[config.mk]
export PLATFORM = sky130hd
export DESIGN_NAME = random_unique_placement_generator_flat
export DESIGN_NICKNAME = d
export VERILOG_FILES = /design/src/rtl/random_unique_placement_generator_pkg.sv /design/src/rtl/random_unique_placement_generator_if.sv /design/src/rtl/random_unique_placement_generator_lfsr.sv /design/src/rtl/random_unique_placement_generator.sv /design/src/flat_wrapper.sv
export SDC_FILE = /design/constraint.sdc
export NUM_CORES = 1
export LEC_CHECK = 0
export BUFFER_PORTS_ARGS = -buffer_cell sky130_fd_sc_hd__clkbuf_2
export CORE_ASPECT_RATIO = 1.2
export CORE_MARGIN = 2
export CORE_UTILIZATION = 55
export DETAILED_ROUTE_END_ITERATION = 12
export GPL_ROUTABILITY_DRIVEN = 1
export PLACE_DENSITY = 0.76
export SLEW_MARGIN = 20
export SYNTH_ARGS = -nofsm -noshare
export SYNTH_HDL_FRONTEND = slang
export SYNTH_SLANG_ARGS = --single-unit
export TNS_END_PERCENT = 1
[constraint.sdc]
create_clock -name i_clk -period 9 [get_ports i_clk]
set_input_delay 0.45 -clock i_clk [delete_from_list [all_inputs] [get_ports i_clk]]
set_output_delay 0.45 -clock i_clk [all_outputs]
set_load 0.005 [all_outputs]
[src/rtl/random_unique_placement_generator_pkg.sv]
// Shared constants for the unique placement generator.
//  - maximal-length Galois (right-shift) tap masks for 8/16/24/32-bit LFSRs
//  - default non-zero seed
//  - FSM state encodings
package random_unique_placement_generator_pkg;

    localparam logic [7:0]  TAPS_8       = 8'hB8;
    localparam logic [15:0] TAPS_16      = 16'hB400;
    localparam logic [23:0] TAPS_24      = 24'hE10000;
    localparam logic [31:0] TAPS_32      = 32'hA3000000;
    localparam logic [15:0] DEFAULT_SEED = 16'hACE1;

    localparam logic [1:0] ST_IDLE = 2'd0;
    localparam logic [1:0] ST_GEN  = 2'd1;
    localparam logic [1:0] ST_EMIT = 2'd2;
    localparam logic [1:0] ST_DONE = 2'd3;

    // Tap mask lookup by LFSR width; unknown widths fall back to the 16-bit mask.
    function automatic logic [31:0] lfsr_taps(input int width);
        case (width)
            8:       return {24'd0, TAPS_8};
            24:      return {8'd0, TAPS_24};
            32:      return TAPS_32;
            default: return {16'd0, TAPS_16};
        endcase
    endfunction

endpackage

[src/rtl/random_unique_placement_generator_if.sv]
// Request / index-stream bundle of the placement generator.
//  master : requester + index consumer (drives seed/start/request fields, idx_ready)
//  slave  : the generator (drives idx_valid/idx_out/busy/done)
interface random_unique_placement_generator_if #(
    parameter int IDX_W  = 8,
    parameter int LFSR_W = 16,
    parameter int CNT_W  = 6
);
    logic              seed_load;
    logic [LFSR_W-1:0] seed_in;
    logic              start;
    logic [CNT_W-1:0]  count;
    logic              exclude_en;
    logic [IDX_W-1:0]  exclude_idx;
    logic              idx_valid;
    logic              idx_ready;
    logic [IDX_W-1:0]  idx_out;
    logic              busy;
    logic              done;

    modport master (
        output seed_load, seed_in, start, count, exclude_en, exclude_idx, idx_ready,
        input  idx_valid, idx_out, busy, done
    );

    modport slave (
        input  seed_load, seed_in, start, count, exclude_en, exclude_idx, idx_ready,
        output idx_valid, idx_out, busy, done
    );
endinterface

[src/rtl/random_unique_placement_generator_lfsr.sv]
// galois_lfsr: free-running Galois LFSR (shift right, XOR TAPS when lsb=1).
//  i_clk, i_reset : clock, synchronous active-high reset (state <= SEED)
//  i_load         : load i_load_val instead of advancing this cycle
//  i_load_val     : new state; zero would lock the LFSR, so it is replaced by SEED
//  o_state        : current LFSR state
module galois_lfsr #(
    parameter int               WIDTH = 16,
    parameter logic [WIDTH-1:0] TAPS  = 16'hB400,
    parameter logic [WIDTH-1:0] SEED  = 16'hACE1
) (
    input  logic             i_clk,
    input  logic             i_reset,
    input  logic             i_load,
    input  logic [WIDTH-1:0] i_load_val,
    output logic [WIDTH-1:0] o_state
);
    logic [WIDTH-1:0] r_state;

    always_ff @(posedge i_clk) begin
        if (i_reset)
            r_state <= SEED;
        else if (i_load)
            r_state <= (i_load_val == '0) ? SEED : i_load_val;
        else
            r_state <= (r_state >> 1) ^ (r_state[0] ? TAPS : '0);
    end

    assign o_state = r_state;
endmodule

[src/rtl/random_unique_placement_generator.sv]
// random_unique_placement_generator: on start, streams n distinct random cell
// indices in [0, SIZE) with optional single excluded cell.
//  i_clk, i_reset : clock, synchronous active-high reset
//  io_bus         : request fields, seed load, idx valid/ready stream, busy/done
// Candidates are the low IDX_W LFSR bits; out-of-range, already-used and excluded
// values are rejected (never folded), so the output is uniform over free cells.
module random_unique_placement_generator
    import random_unique_placement_generator_pkg::*;
#(
    parameter int                SIZE      = 256,
    parameter int                IDX_W     = 8,
    parameter int                LFSR_W    = 16,
    parameter logic [LFSR_W-1:0] TAPS      = LFSR_W'(lfsr_taps(LFSR_W)),
    parameter logic [LFSR_W-1:0] SEED      = LFSR_W'(DEFAULT_SEED),
    parameter int                MAX_COUNT = 32,
    parameter int                CNT_W     = 6
) (
    input  logic                                   i_clk,
    input  logic                                   i_reset,
    random_unique_placement_generator_if.slave     io_bus
);
    // Request length caps with and without the excluded cell taking a slot.
    localparam int CAP_NOEX = (MAX_COUNT < SIZE)     ? MAX_COUNT : SIZE;
    localparam int CAP_EX   = (MAX_COUNT < SIZE - 1) ? MAX_COUNT : SIZE - 1;
    localparam logic [CNT_W-1:0] CAP_NOEX_C = CNT_W'(CAP_NOEX);
    localparam logic [CNT_W-1:0] CAP_EX_C   = CNT_W'(CAP_EX);
    localparam logic [IDX_W:0]   SIZE_C     = (IDX_W + 1)'(SIZE);

    logic [1:0]        r_state;
    logic [SIZE-1:0]   r_bitmap;
    logic [CNT_W-1:0]  r_rem;
    logic              r_ex_en;
    logic [IDX_W-1:0]  r_ex_idx;
    logic              r_valid;
    logic [IDX_W-1:0]  r_idx;

    logic [LFSR_W-1:0] w_lfsr;
    logic              w_lfsr_unused;
    logic [IDX_W-1:0]  w_cand;
    logic              w_in_range;
    logic              w_taken;
    logic              w_excl;
    logic              w_accept;
    logic [CNT_W-1:0]  w_cap;
    logic [CNT_W-1:0]  w_eff_cnt;

    galois_lfsr #(
        .WIDTH (LFSR_W),
        .TAPS  (TAPS),
        .SEED  (SEED)
    ) u_lfsr (
        .i_clk      (i_clk),
        .i_reset    (i_reset),
        .i_load     (io_bus.seed_load),
        .i_load_val (io_bus.seed_in),
        .o_state    (w_lfsr)
    );

    // Only the low IDX_W bits form candidates; the rest is just LFSR state.
    assign w_lfsr_unused = ^w_lfsr;
    assign w_cand        = w_lfsr[IDX_W-1:0];

    always_comb begin
        w_in_range = ({1'b0, w_cand} < SIZE_C);
        w_taken    = w_in_range && r_bitmap[w_cand];
        w_excl     = r_ex_en && (w_cand == r_ex_idx);
        w_accept   = w_in_range && !w_taken && !w_excl;
        // n = min(count, MAX_COUNT, SIZE - exclude_en): never ask for more cells than are free.
        w_cap      = io_bus.exclude_en ? CAP_EX_C : CAP_NOEX_C;
        w_eff_cnt  = (io_bus.count < w_cap) ? io_bus.count : w_cap;
    end

    always_ff @(posedge i_clk) begin
        if (i_reset) begin
            r_state  <= ST_IDLE;
            r_bitmap <= '0;
            r_rem    <= '0;
            r_ex_en  <= 1'b0;
            r_ex_idx <= '0;
            r_valid  <= 1'b0;
            r_idx    <= '0;
        end else begin
            case (r_state)
                ST_IDLE: begin
                    if (io_bus.start) begin
                        r_bitmap <= '0;
                        r_rem    <= w_eff_cnt;
                        r_ex_en  <= io_bus.exclude_en;
                        r_ex_idx <= io_bus.exclude_idx;
                        r_state  <= (w_eff_cnt == '0) ? ST_DONE : ST_GEN;
                    end
                end
                ST_GEN: begin
                    // A rejected candidate simply waits for the next LFSR value.
                    if (w_accept) begin
                        r_bitmap[w_cand] <= 1'b1;
                        r_idx            <= w_cand;
                        r_valid          <= 1'b1;
                        r_state          <= ST_EMIT;
                    end
                end
                ST_EMIT: begin
                    if (r_valid && io_bus.idx_ready) begin
                        r_valid <= 1'b0;
                        r_rem   <= r_rem - CNT_W'(1);
                        r_state <= (r_rem > CNT_W'(1)) ? ST_GEN : ST_DONE;
                    end
                end
                ST_DONE: r_state <= ST_IDLE;
                default: r_state <= ST_IDLE;
            endcase
        end
    end

    assign io_bus.idx_valid = r_valid;
    assign io_bus.idx_out   = r_idx;
    assign io_bus.busy      = (r_state != ST_IDLE);
    assign io_bus.done      = (r_state == ST_DONE);
endmodule

[src/flat_wrapper.sv]
// flat-port wrapper written by rule: the top's interface ports become plain ports
module random_unique_placement_generator_flat import random_unique_placement_generator_pkg::*;
#(
    parameter int                SIZE      = 256,
    parameter int                IDX_W     = 8,
    parameter int                LFSR_W    = 16,
    parameter logic [LFSR_W-1:0] TAPS      = LFSR_W'(lfsr_taps(LFSR_W)),
    parameter logic [LFSR_W-1:0] SEED      = LFSR_W'(DEFAULT_SEED),
    parameter int                MAX_COUNT = 32,
    parameter int                CNT_W     = 6
)
  (i_clk, i_reset, io_bus_seed_load, io_bus_seed_in, io_bus_start, io_bus_count, io_bus_exclude_en, io_bus_exclude_idx, io_bus_idx_ready, io_bus_idx_valid, io_bus_idx_out, io_bus_busy, io_bus_done);
  random_unique_placement_generator_if #(.IDX_W(IDX_W), .LFSR_W(LFSR_W), .CNT_W(CNT_W)) io_bus_i ();
  input  logic i_clk;
  input  logic i_reset;
  input wire logic [$bits(io_bus_i.seed_load)-1:0] io_bus_seed_load;
  input wire logic [$bits(io_bus_i.seed_in)-1:0] io_bus_seed_in;
  input wire logic [$bits(io_bus_i.start)-1:0] io_bus_start;
  input wire logic [$bits(io_bus_i.count)-1:0] io_bus_count;
  input wire logic [$bits(io_bus_i.exclude_en)-1:0] io_bus_exclude_en;
  input wire logic [$bits(io_bus_i.exclude_idx)-1:0] io_bus_exclude_idx;
  input wire logic [$bits(io_bus_i.idx_ready)-1:0] io_bus_idx_ready;
  output wire logic [$bits(io_bus_i.idx_valid)-1:0] io_bus_idx_valid;
  output wire logic [$bits(io_bus_i.idx_out)-1:0] io_bus_idx_out;
  output wire logic [$bits(io_bus_i.busy)-1:0] io_bus_busy;
  output wire logic [$bits(io_bus_i.done)-1:0] io_bus_done;
  assign io_bus_i.seed_load = io_bus_seed_load;
  assign io_bus_i.seed_in = io_bus_seed_in;
  assign io_bus_i.start = io_bus_start;
  assign io_bus_i.count = io_bus_count;
  assign io_bus_i.exclude_en = io_bus_exclude_en;
  assign io_bus_i.exclude_idx = io_bus_exclude_idx;
  assign io_bus_i.idx_ready = io_bus_idx_ready;
  assign io_bus_idx_valid = io_bus_i.idx_valid;
  assign io_bus_idx_out = io_bus_i.idx_out;
  assign io_bus_busy = io_bus_i.busy;
  assign io_bus_done = io_bus_i.done;
  random_unique_placement_generator #(.SIZE(SIZE), .IDX_W(IDX_W), .LFSR_W(LFSR_W), .TAPS(TAPS), .SEED(SEED), .MAX_COUNT(MAX_COUNT), .CNT_W(CNT_W)) u_core (.i_clk(i_clk), .i_reset(i_reset), .io_bus(io_bus_i));
endmodule
==> impl_metrics.yaml, run 1 <==
synthesis:
  synth_nets: 1411
  ys_ff_latch: 298
  synth_xor_area_share_pct: 0.7700
  ys_async_sr_fraction_pct: 0
  seq_area_frac_synth_pct: 47.68
  synth_cell_types: 64
  ys_warn_count: 0
  yosys-top-cells-area: "dfxtp_1 (48%), nand2_1 (11%), o21ai_1 (9.3%)"
  yosys-mux-area-fraction_pct: 12.83
  synth_ff_type: "dfxtp_1"
  synth-simple-area-share_pct: 17.59
  synth_top_area_share_pct: 47.68
  yosys.area.top_type: "dfxtp_1"
  synth_compound_gate_area_share_pct: 15.64
  synth_fa_ha_area_share_pct: 0.2000
  synth_top_family_by_area: "simple AND/OR/NAND/NOR gates"
  syn_avg_cell_area_sq_um: 9.113
  synth_edf_count: 0
  synth_area_sq_um: 12510
  synthCells: 1373
floorplanning:
  io_pins: 47
  fp.dieH_um: 169.2
  initial_core_util_pct: 55.93
  die_w_um: 141.7
  dieArea_sq_um: 23980
  core-area_sq_um: 22370
  rows: 60
route:
  vias: 9771
  viasPerCell: 5.876
  wl_um: 29740
  drtPass1Iterations: 5
  ant_nets: 0
  wire_per_inst_um: 17.88
  drc_errors: 0
  drt-initial-drc-count: 1009
clock_network:
  cts_tree: "built"
  clk_pin_slew_ns: 0.07
  cts.sinks: 298
  clkLatencyLatePin_ns: 0.54
  cts-root-buf: "clkbuf_16"
  post_cts_resized: 0
  postCtsSetupBuffers: 0
  cts_hold_buffers: 0
  numCtsBuffers: 28
  h-tree-depth: 1
  clockBufferDepth: 3
timing:
  max_freq_mhz: 185.5
  finalClockSkew_ns: 0.01449
  hold_viol: 0
  timing.final.crit_share_pct: 59.91
  drv_slew: 0
  worst_pin_slew_ns: 0.9816
  fin_crit_ns: 5.392
  rsz0062_at_grt: "false"
  report.final.setup_viol: 0
  setup_tns_ns: 0
  relSlewSlack_pct: 32.87
worst_hold_path:
  hp-start: "io_bus_exclude_idx[0]"
  worstHoldPathCells: 3
  hold_path_class: "input port to flop"
setup_path:
  criticalPathCategory: "flop to flop"
  arrival_ns: 5.83
  crit_start: "u_core.u_lfsr.o_state[1]"
  slowest_stage: "dfxtp_4"
  cpPeakStageDelay_ns: 0.91
  end_kind: "flop"
  crit_fanout: 64
  worst_r2r_path_depth: 9
  worstPathRequired_ns: 9.44
  crit_chain: "buf_4, mux4_2, a22o_1, o2bb2ai_1, or4_1, or4_4, nor4_4, nand3_4, o21ai_0"
  startpoint_type: "flop"
  r2r_start: "u_core.u_lfsr.o_state[1]"
final_layout:
  syn_to_final_growth_pct: 8.070
  final_common_cell: "nand2_1"
  final_net_count: 1402
  mostFrequentLayoutCells: "nand2_1 (363), dfxtp_1 (296), o21ai_1 (233)"
  antenna_cells: 0
  layout-drive-gt1-share_pct: 12.36
placement:
  place.gp.congestion: 0.8213
  dpl.hpwl_um: 18310
  port_buffers: 46
global_routing:
  grt_overflow: 0
  grt_max_degree: 123
  grtUsageTotal_pct: 24.83
  antenna_found_initial: 0
  grt_pass1_vias: 9650
  grt_first_pass_wirelength_um: 48580
pwr:
  p_per_area_nw_per_um2: 203.8
  finalPower_mw: 2.756
  irDropWorstVdd_uv: 100.1
  cellLeakagePower_nw: 4.579
run:
  max_cap_violations: 0
status:
  status: "finished, final reports clean"
[synth_stat cells, drive strengths merged (7+ instances only)]
cell and instances:
xor2 9, nor2 39, a22oi 14, clkbuf 49
a22o 9, nand3 14, mux4 45, inv 8
buf 48, nor4 8, mux2i 55, and2 7
o22ai 8, o21ai 264, nor2b 9, a21oi 23
nor3 12, nand2 363, nand2b 32, dfxtp 298
[area by class of cell]
| type | instances | area (sq um) |
|---|---|---|
| fillers | 1862 | 8850 |
| flip-flops and latches | 298 | 5973 |
| multi-input cells | 967 | 5892 |
| clock buffers | 39 | 823.3 |
| well taps | 279 | 349.1 |
| repair buffers | 61 | 346.6 |
| clock inverters | 11 | 107.6 |
| inverters | 8 | 30.03 |
[critical path: cells and delay by family, from the launching register on]
| kind | cells | cell delay, ns |
|---|---|---|
| buf+inv | 1 | 0.64 |
| compound gates | 3 | 0.83 |
| flops | 1 | 0.91 |
| mux | 1 | 0.39 |
| simple gates | 4 | 2.46 |
[state kept, by name, indices dropped and copies added (netlist names)]
register                 count
u_core.r_state               2
u_core.io_bus.idx_out        8
u_core.r_rem                 6
u_core.r_bitmap            256
u_core.u_lfsr.o_state       16
u_core.io_bus.idx_valid      1
u_core.r_ex_en               1
u_core.r_ex_idx              8
[where the power goes]
group          total [mW]  internal, mW  switching (mW)
clock network        1.19         0.693           0.496
logic               0.209        0.0670           0.142
registers            1.36          1.33          0.0230
total                2.76          2.09           0.661
[path summary, 6_finish.rpt]
path                          endpoint  slack [ns]
hold reg to reg   u_core.r_bitmap[142]        0.44
hold / removal      u_core.r_ex_idx[0]        0.14
setup / recovery  u_core.r_bitmap[255]        3.61
setup reg to reg  u_core.r_bitmap[255]        3.61
[kinds of logic after synthesis]
logic type,Yosys count
muxes,102
DFF,298
adders and majority gates,2
buffers and inverters,108
AOI/OAI and AO/OA,350
and+or+nand+nor,502
xor gates and xnor gates,11
[per-stage QoR]
| step | setup WS [ns] | instance area, sq um | util, % | hold WS (ns) | std cells |
|---|---|---|---|---|---|
| detailed placement | 3.713 | 12590 | 56.26 | 0.4380 | 1613 |
| CTS | 3.636 | 13520 | 60.43 | 0.1219 | 1663 |
| finish | 3.608 | 13520 | 60.44 | 0.1360 | 1663 |
| global route | 3.319 | 13520 | 60.44 | 0.1448 | 1663 |
| global placement | 3.818 | 12590 | 56.26 | 0.4309 | 1613 |
| floorplan | 5.404 | 12510 | - | 0.4198 | 1373 |
[per-layer routing]
metal	GRT usage, %	share of wire (%)	up-vias
met5	0	0	-
met4	9.174	3.1	0
met3	3.668	6.4	64
met2	43.35	48	318
met1	31.22	42	4627
li1	-	-	4762
No activity file was read; power rests on OpenSTA's default activity.
==> run 2: changes to the inputs <==
ABC_AREA = 1   (was default)
clock period = 5.1 ns   (was 9 ns; I/O delays follow)
==> impl_metrics.yaml, run 2 <==
timing:
  worst_pin_slew_ns: 1.143
  fin_crit_ns: 4.274
  finalClockSkew_ns: 0.007887
  hold_viol: 0
  rsz0062_at_grt: "false"
  max_freq_mhz: 234.0
  drv_slew: 0
  timing.final.crit_share_pct: 83.81
  setup_tns_ns: 0
  report.final.setup_viol: 0
  relSlewSlack_pct: 23.79
  setup_ws_ns: 0.8257
pwr:
  switchingPower_mw: 1.505
  finalPower_mw: 5.230
  p_int_mw: 3.725
  pwr-share-clk_pct: 41.0
  cellLeakagePower_nw: 5.676
  switching_share_pct: 28.78
  seqPwrFrac_pct: 46.1
  p_per_area_nw_per_um2: 327.0
  irDropWorstVdd_uv: 334.2
  p_comb_share_pct: 13.0
setup_path:
  crit_start: "u_core.u_lfsr.o_state[0]"
  crit_chain: "buf_4, nor2_2, buf_4, a21oi_1, nand2_1, nand2_1, nand2_1, o21ai_1, nand2_1, nor2_1, nand2_1, nor2_4, nand3_4, nand2_8, buf_4, nand2_1, a21oi_1"
  arrival_ns: 4.76
  crit_fanout: 81
  r2r-end: "u_core.r_bitmap[202]"
  r2r_start: "u_core.u_lfsr.o_state[0]"
  startpoint_type: "flop"
  crit_path_end: "u_core.r_bitmap[202]"
  worst_r2r_path_depth: 17
  path_buf_inv: 3
  slowest_stage: "dfxtp_4"
  worstPathRequired_ns: 5.58
  rrSetupSlack_ns: 0.83
  crit_family: "simple AND/OR/NAND/NOR gates"
  path_common_cell: "nand2_1"
  end_kind: "flop"
  cpPeakStageDelay_ns: 0.75
  cp.depth: 17
  criticalPathCategory: "flop to flop"
synthesis:
  synth_common_cells: "nand2_1 (743), nor2_1 (318), dfxtp_1 (298), inv_1 (294), a21oi_1 (258)"
  synth_top_family_by_area: "simple AND/OR/NAND/NOR gates"
  synth_fa_ha_area_share_pct: 0.1696
  syn_avg_cell_area_sq_um: 6.384
  synth-simple-area-share_pct: 29.80
  synth_ff_type: "dfxtp_1"
  synth_nets: 2349
  seq_area_frac_synth_pct: 40.43
  synth_area_sq_um: 14750
  yosysMostFrequentCell: "nand2_1"
  synth_xor_area_share_pct: 0.4749
  ys_ff_latch: 298
  synth_edf_count: 0
  yosys-mux-area-fraction_pct: 0
  yosys.area.top_type: "dfxtp_1"
  synth_top_area_share_pct: 40.43
  yosys-top-cells-area: "dfxtp_1 (40%), nand2_1 (19%), a21oi_1 (8.8%)"
  synthCells: 2311
  ys_warn_count: 0
  ys_async_sr_fraction_pct: 0
  synth_cell_types: 37
  synth_compound_gate_area_share_pct: 15.91
placement:
  post-place-ws_ns: 1.032
  place.gp.congestion: 0.8746
  dpl.hpwl_um: 24110
  port_buffers: 46
floorplanning:
  dieArea_sq_um: 28160
  io_pins: 47
  rows: 65
  fp.dieH_um: 183.4
  initial_core_util_pct: 55.99
  die_w_um: 153.5
  core-area_sq_um: 26350
clock_network:
  cts-root-buf: "clkbuf_16"
  postCtsSetupBuffers: 0
  clkLatencyLatePin_ns: 0.56
  post_cts_resized: 0
  h-tree-depth: 1
  cts_tree: "built"
  numCtsBuffers: 30
  cts.sinks: 298
  clockBufferDepth: 3
  cts_hold_buffers: 26
  clk_pin_slew_ns: 0.06
route:
  wire_per_inst_um: 15.63
  wl_um: 41390
  ant_nets: 0
  vias: 14220
  viasPerCell: 5.371
  drtPass1Iterations: 5
  drc_errors: 0
  drt-initial-drc-count: 1483
final_layout:
  final_net_count: 2330
  layout-drive-gt1-share_pct: 8.128
  syn_to_final_growth_pct: 8.404
  largest_reg_flops: 256
  largest_register: "u_core.r_bitmap"
  fill_cells: 2522
  final_common_cell: "nand2_1"
  antenna_cells: 0
  mostFrequentLayoutCells: "nand2_1 (742), nor2_1 (318), dfxtp_1 (296)"
global_routing:
  grt_max_degree: 88
  antenna_found_initial: 0
  grtUsageTotal_pct: 28.79
  grt_overflow: 0
  grt_first_pass_wirelength_um: 66990
  grt_pass1_vias: 13260
worst_hold_path:
  hold_path_class: "input port to flop"
status:
  status: "finished, final reports clean"
run:
  max_cap_violations: 0
-- run 2: cell count changes after synthesis, moves of 38 or more --
cell	before	now
a21oi_1	23	258
clkbuf_1	49	87
inv_1	7	294
mux2i_1	55	0
mux4_2	40	0
nand2_1	363	743
nor2_1	39	318
o21ai_0	24	87
o21ai_1	233	42
-- run 2: logic make-up after synthesis --
| group | count (synthesis) |
|---|---|
| fa+ha+maj | 2 |
| compound gates | 438 |
| xor+xnor | 8 |
| simple gates | 1124 |
| buf+inv | 441 |
| flops | 298 |
-- run 2: worst min path at each step --
stage,from,endpoint,cells past startpoint
floorplan,io_bus_seed_in[11],u_core.u_lfsr.o_state[11],2
global placement,u_core.r_bitmap[6],u_core.r_bitmap[6],2
detailed placement,u_core.r_bitmap[182],u_core.r_bitmap[182],2
CTS,io_bus_seed_in[1],u_core.u_lfsr.o_state[1],3
global route,io_bus_seed_in[1],u_core.u_lfsr.o_state[1],3
finish,io_bus_seed_in[1],u_core.u_lfsr.o_state[1],3
-- run 2: worst register-to-register path: cells and delay by family, from the launching register on --
| kind | cells | cell delay (ns) |
|---|---|---|
| AOI/OAI and AO/OA | 3 | 0.52 |
| buffers and inverters | 3 | 1.11 |
| DFF | 1 | 0.75 |
| and+or+nand+nor | 11 | 1.82 |
-- run 2: cell type report --
| class | instances | area, sq um | area share (%) |
|---|---|---|---|
| Clock inverter | 11 | 57.56 | 0.3599 |
| Sequential cell | 298 | 5971 | 37.33 |
| Inverter | 296 | 1111 | 6.947 |
| Timing Repair Buffer | 94 | 693.2 | 4.334 |
| Clock buffer | 42 | 887.1 | 5.546 |
| Multi-Input combinational cell | 1572 | 6855 | 42.86 |
| Tap cell | 335 | 419.2 | 2.621 |
-- run 2: metal layers --
metal / GRT usage, % / up-vias / share of wire, %
met4: 12.00 / 0 / 3.6
met1: 36.59 / 6519 / 41
met2: 48.92 / 583 / 47
met3: 4.432 / 110 / 8.2
met5: 0 / - / 0
li1: - / 7011 / -
-- run 2: power by group through the flow --
stage | Clock (mW) | Sequential, mW | Combinational, mW
2_1_floorplan | 0 | 2.44 | 0.554
3_3_place_gp | 0 | 2.46 | 0.640
3_5_place_dp | 0 | 2.46 | 0.644
4_1_cts | 2.15 | 2.41 | 0.662
5_1_grt | 2.25 | 2.41 | 0.727
6_report | 2.14 | 2.41 | 0.677
-- run 2: through the flow --
| stage | instances | util [%] | hold slack [ns] | area, sq um |
|---|---|---|---|---|
| after floorplan | 2311 | - | 0.3821 | 14750 |
| after global placement | 2569 | 56.13 | 0.4357 | 14790 |
| after detailed placement | 2569 | 56.13 | 0.4399 | 14790 |
| after CTS | 2648 | 60.70 | 0.004939 | 15990 |
| after global routing | 2648 | 60.70 | 0.03872 | 15990 |
| final | 2648 | 60.70 | 0.03144 | 15990 |
